File: src/rtl/pipe_stage_reg.sv
// Pipeline stage register with payload, control and a delayed late-control lane. Optional PIPE_STAT_EN adds stall/flush counters.
// Latency: data/ctrl/valid are 1 edge after capture; the late lane is 1+LATE_DEPTH non-stalled edges after capture.
// Backpressure: stall_in holds the whole stage; flush_in loads a bubble and overrides stall.
module pipe_stage_reg #(
    parameter int DATA_W     = 32,
    parameter int CTRL_W     = 8,
    parameter int LATE_W     = 7,
    parameter int LATE_DEPTH = 1,
    parameter int CNT_W      = 16
) (
    input  logic              clock,
    input  logic              nreset,
    input  logic              stall_in,
    input  logic              flush_in,
    input  logic              valid_in,
    input  logic [DATA_W-1:0] data_in,
    input  logic [CTRL_W-1:0] ctrl_in,
    input  logic [LATE_W-1:0] late_in,
    output logic              valid_out,
    output logic [DATA_W-1:0] data_out,
    output logic [CTRL_W-1:0] ctrl_out,
    output logic [LATE_W-1:0] late_out,
    output logic [CNT_W-1:0]  stall_cnt,
    output logic [CNT_W-1:0]  flush_cnt
);

    generate
        if (LATE_DEPTH < 0 || LATE_DEPTH > 4) begin : g_bad_depth
            $fatal(1, "pipe_stage_reg: LATE_DEPTH=%0d outside 0..4", LATE_DEPTH);
        end
    endgenerate

    logic              valid_q;
    logic [DATA_W-1:0] data_q;
    logic [CTRL_W-1:0] ctrl_q;
    logic [LATE_W-1:0] late_q [0:LATE_DEPTH];

    // Main stage register; data is not cleared by a bubble on load, only by flush.
    always_ff @(posedge clock) begin
        if (!nreset) begin
            valid_q <= 1'b0;
            data_q  <= '0;
            ctrl_q  <= '0;
        end else if (flush_in) begin
            valid_q <= 1'b0;
            data_q  <= '0;
            ctrl_q  <= '0;
        end else if (!stall_in) begin
            valid_q <= valid_in;
            data_q  <= data_in;
            ctrl_q  <= valid_in ? ctrl_in : '0;
        end
    end

    // Late chain: a flush kills only the head, entries in flight keep moving.
    always_ff @(posedge clock) begin
        if (!nreset) begin
            for (int i = 0; i <= LATE_DEPTH; i++) begin
                late_q[i] <= '0;
            end
        end else if (flush_in || !stall_in) begin
            late_q[0] <= (!flush_in && valid_in) ? late_in : '0;
            for (int i = 1; i <= LATE_DEPTH; i++) begin
                late_q[i] <= late_q[i-1];
            end
        end
    end

    assign valid_out = valid_q;
    assign data_out  = data_q;
    assign ctrl_out  = ctrl_q;
    assign late_out  = late_q[LATE_DEPTH];

`ifdef PIPE_STAT_EN
    logic [CNT_W-1:0] stall_cnt_q;
    logic [CNT_W-1:0] flush_cnt_q;

    // Saturating counters; a flush edge is never also counted as a stall.
    always_ff @(posedge clock) begin
        if (!nreset) begin
            stall_cnt_q <= '0;
            flush_cnt_q <= '0;
        end else if (flush_in) begin
            if (flush_cnt_q != '1) flush_cnt_q <= flush_cnt_q + CNT_W'(1);
        end else if (stall_in) begin
            if (stall_cnt_q != '1) stall_cnt_q <= stall_cnt_q + CNT_W'(1);
        end
    end

    assign stall_cnt = stall_cnt_q;
    assign flush_cnt = flush_cnt_q;
`else
    assign stall_cnt = '0;
    assign flush_cnt = '0;
`endif

endmodule

File: config.mk
export PLATFORM = sky130hd
export DESIGN_NAME = pipe_stage_reg
export DESIGN_NICKNAME = d
export VERILOG_FILES = /design/src/rtl/pipe_stage_reg.sv
export SDC_FILE = /design/constraint.sdc
export NUM_CORES = 1
export LEC_CHECK = 0
export CORE_UTILIZATION = 30
export DETAILED_ROUTE_END_ITERATION = 8
export DONT_BUFFER_PORTS = 1
export GPL_TIMING_DRIVEN = 1
export PLACE_DENSITY = 0.56
export SYNTH_ARGS = -nofsm -noshare
export SYNTH_HDL_FRONTEND = slang
export SYNTH_SLANG_ARGS = --single-unit
File: constraint.sdc
create_clock -name clock -period 3.4 [get_ports clock]
set_input_delay 0.51 -clock clock [delete_from_list [all_inputs] [get_ports clock]]
set_output_delay 0.51 -clock clock [all_outputs]
set_load 0.005 [all_outputs]
# [Word level (Yosys, flattened, before mapping)]
# Memories as Yosys holds them, arrays and structs flattened.
# Cells that the tools add are included.
[totals] reg_bits=41 mem_bits_rw=14 inputBits=52 output_inout_bits=80 wordCells=20 mem_count=1
[mem_list] memory="late_q" depth=2 width=7 rd=2 rd_ports_with_merged_regs=0 write_ports=2 line_no="36" text="logic [LATE_W-1:0] late_q [0:LATE_DEPTH];"
[classes] muxes=8 bitwise_logic=3 reduce_logical=5
[op_table] cell="$mux W7" count=3
[op_table] cell="$mux W8" count=1
[op_table] cell="$mux W1" count=4
[op_table] cell="$logic_not A1 Y1" count=2
[op_table] cell="$or A1 B1 Y1" count=2
[op_table] cell="$reduce_or A2 Y1" count=1
[op_table] cell="$logic_and A1 B1 Y1" count=1
[op_table] cell="$logic_or A1 B1 Y1" count=1
[op_table] cell="$not A1 Y1" count=1

# [Depth between registers and ports, before layout]
[depth] depth_word=6 depth_mapped=5 mapped_depth_nobuf=2

# [Worst setup path before layout]
# OpenSTA, ideal clock, no wires.
[synth_path] path_type="input port to flip-flop" from="input port stall_in" to="memory late_q[0][0], enable pin" setup_time_ps=361 arrival_ps=1145 required_time_ps=3039 setup_slack_ps=1894 cell_stages=3 n_path_buf=1 path_cell_list="buf_6 and2b_1 nand2_1"
[synth_lines] item="start, declared" line_no="13" text="input logic stall_in,"
[synth_lines] item="end, declared" line_no="36"

==> results.tsv <==
metric	value	unit
grt_start_max_net_pins	52	
rrSetupSlack	2580	ps
insertedDiodeCount	0	
layout-drive-gt1-share	9.80	%
antenna_found_initial	0	
postCtsHoldBufs	0	
whs	345	ps
grt_overflow	0	
crit_slowest_cell	nand2_1	
start_util	31.1	%
crit_type	in -> reg	
via_per_inst	4.21	
final_nets	255	
cp.buffers_inverters	0	
syn_area_per_cell	11.2	um^2
hold_start	data_in[20]	
port_buffers	0	
dr.pass1.iters	3	
cts_root_buf	clkbuf_8	
synth-seq-cells	55	
intPower	0.000932	W
wl_per_cell	12.8	um
p_sw_share	21.5	%
track_usage	9.35	%
clockBufferDepth	2	
p_total	0.00119	W
drt-total-wl	3920	um
crit_path_max_incr_delay	430	ps
skew	6.88	ps
placed_area	2240	um^2
numCtsBuffers	5	
reg2reg_from	late_q[0][0]$_SDFFCE_PN0P_	
dp_hpwl	2660	um
via_count	1287	
ys_seq_area_share	51.3	%
setup_viol_count_final	0	
crit_end	late_q[0][4]$_SDFFCE_PN0P_	
r2r_end	late_q[0][7]$_SDFFCE_PN0P_	
path_clk_slew	100	ps
postCtsSetupBuffers	0	
cp_max_fo	14	
clk_latency	300	ps
synth_area	2420	um^2
drc	0	
required	3340	ps
grt_pass1_wl	6020	um
cts_resized	0	
htree_levels	2	
finalHoldViolations	0	
cts_tree	yes	
fin_area	2360	um^2
crit_chain	and2b_1, nand2_1	
syn-instance-count	216	
fillers	799	
pwr_density_cell	503	nW/um^2
crit_path_start_kind	input port	
rr_worst_depth	1	
yosysTopAreaCell	dfxtp_1	
rows	32	
slew_violations	0	
status	completed	
yosys-top-cells-count	buf_4 (41), dfxtp_1 (41), mux2i_1 (33), nor2_1 (33), edfxtp_1 (14)	
crit_arrival	1160	ps
crit_cells	2	
yosys_most_used_dff	dfxtp_1	
place_inst	298	
cp-end-kind	register	
tns	0	ps
slew-limit-headroom	39.0	%
hold_depth	2	
critPathLaunch	flush_in	
synth_warnings	0	
drt_iter0_drc	29	
p_switching	0.000254	W
synth.distinct_cells	19	
die_h	91.8	um
fin_crit_sh	35.8	%
period_minus_slack	1220	ps
stdcell_count	306	
max_cap_viol_count	0	
ios	132	
synth_area_leaders	dfxtp_1 (34%), edfxtp_1 (17%), mux2i_1 (14%)	
syn_to_final_growth	-2.53	%
pwr-share-comb	5.2	%
rsz0062_at_grt	false	
gp_congestion	0.669	
p_leak	1.02	nW
grt_pass1_vias	1200	
seqPwrFrac	59.7	%
clock-sinks	55	
p_clk_share	35.1	%
die_area	8430	um^2
synthArstFlopShare	0	%
hp-class	in -> reg	
synth_top_area_share	33.9	%
path_delay_family	simple AND/OR/NAND/NOR gates	
fmax	823	MHz
coreArea	7770	um^2
synth_edf_count	14	
die_w	91.8	um
ir_worst_vdd	0.169	mV
antenna_left	0	
worst_slew_pin_slew	915	ps
## power by group through the flow
stage               Clock (W)  Combinational, W  Sequential [W]
floorplan                   0          0.000114        0.000719
global placement            0         0.0000610        0.000723
detailed placement          0         0.0000632        0.000723
CTS                  0.000442         0.0000629        0.000709
global route         0.000460         0.0000714        0.000711
finish               0.000416         0.0000618        0.000708
## flip-flops by register name (all words and copies together), names as in the netlist
| signal | flops |
|---|---|
| data_out | 32 |
| late_q | 14 |
| ctrl_out | 8 |
| valid_out | 1 |
## cells in the final DEF (no fill, tap or decap)
master / netlist / routed
nand2b_2: 0 / 1
mux2i_1: 33 / 33
and3b_1: 3 / 3
edfxtp_1: 14 / 14
and2b_1: 3 / 3
clkbuf_8: 0 / 6
a21oi_2: 7 / 7
a21oi_1: 1 / 1
and3_1: 7 / 7
clkinv_2: 0 / 1
nor2_1: 33 / 33
and3b_2: 4 / 4
dfxtp_1: 41 / 41
nand3b_1: 8 / 8
clkbuf_16: 0 / 1
nand2_1: 9 / 9
conb_1: 1 / 32
## logic make-up (layout without fill, tap and decap cells)
family / Yosys count / after routing / share of synthesized area, %
DFF: 55 / 55 / 51.3
muxes: 33 / 33 / 13.7
AOI/OAI and AO/OA: 8 / 8 / 2.74
buffers and inverters: 51 / 8 / 17.4
other: 1 / 32 / 0.155
and+or+nand+nor: 68 / 68 / 14.7
## worst min-delay path by stage
stage | end | slack [ps]
after floorplan | ctrl_out[7]$_SDFFE_PP0N_ | 450
after global placement | ctrl_out[6]$_SDFFE_PP0N_ | 480
after CTS | ctrl_out[3]$_SDFFE_PP0N_ | 320
after global routing | ctrl_out[3]$_SDFFE_PP0N_ | 330
after detailed placement | ctrl_out[7]$_SDFFE_PP0N_ | 480
final | data_out[20]$_SDFFE_PP0N_ | 350
## per-layer routing
metal | GRT usage, % | vias up | wire length (um)
met3 | 4.39 | 5 | 405
met5 | 0 | - | 0
met4 | 3.52 | 0 | 57
li1 | - | 623 | -
met1 | 10.7 | 582 | 1650
met2 | 15.2 | 77 | 1810
## layout make-up
class	instances	area [um^2]	area share, %
flip-flops and latches	55	1240	52.7
well taps	102	128	5.41
multi-input cells	141	876	37.2
clock inverters	1	5.00	0.212
clock buffers	7	108	4.56
## metrics by stage
stage	setup WS (ps)	utilization [%]
after floorplan	1890	-
after global placement	1850	28.9
after detailed placement	1830	28.9
after CTS	2150	30.3
after global routing	2090	30.3
final	2180	30.3
(Power assumes the default switching activity.)
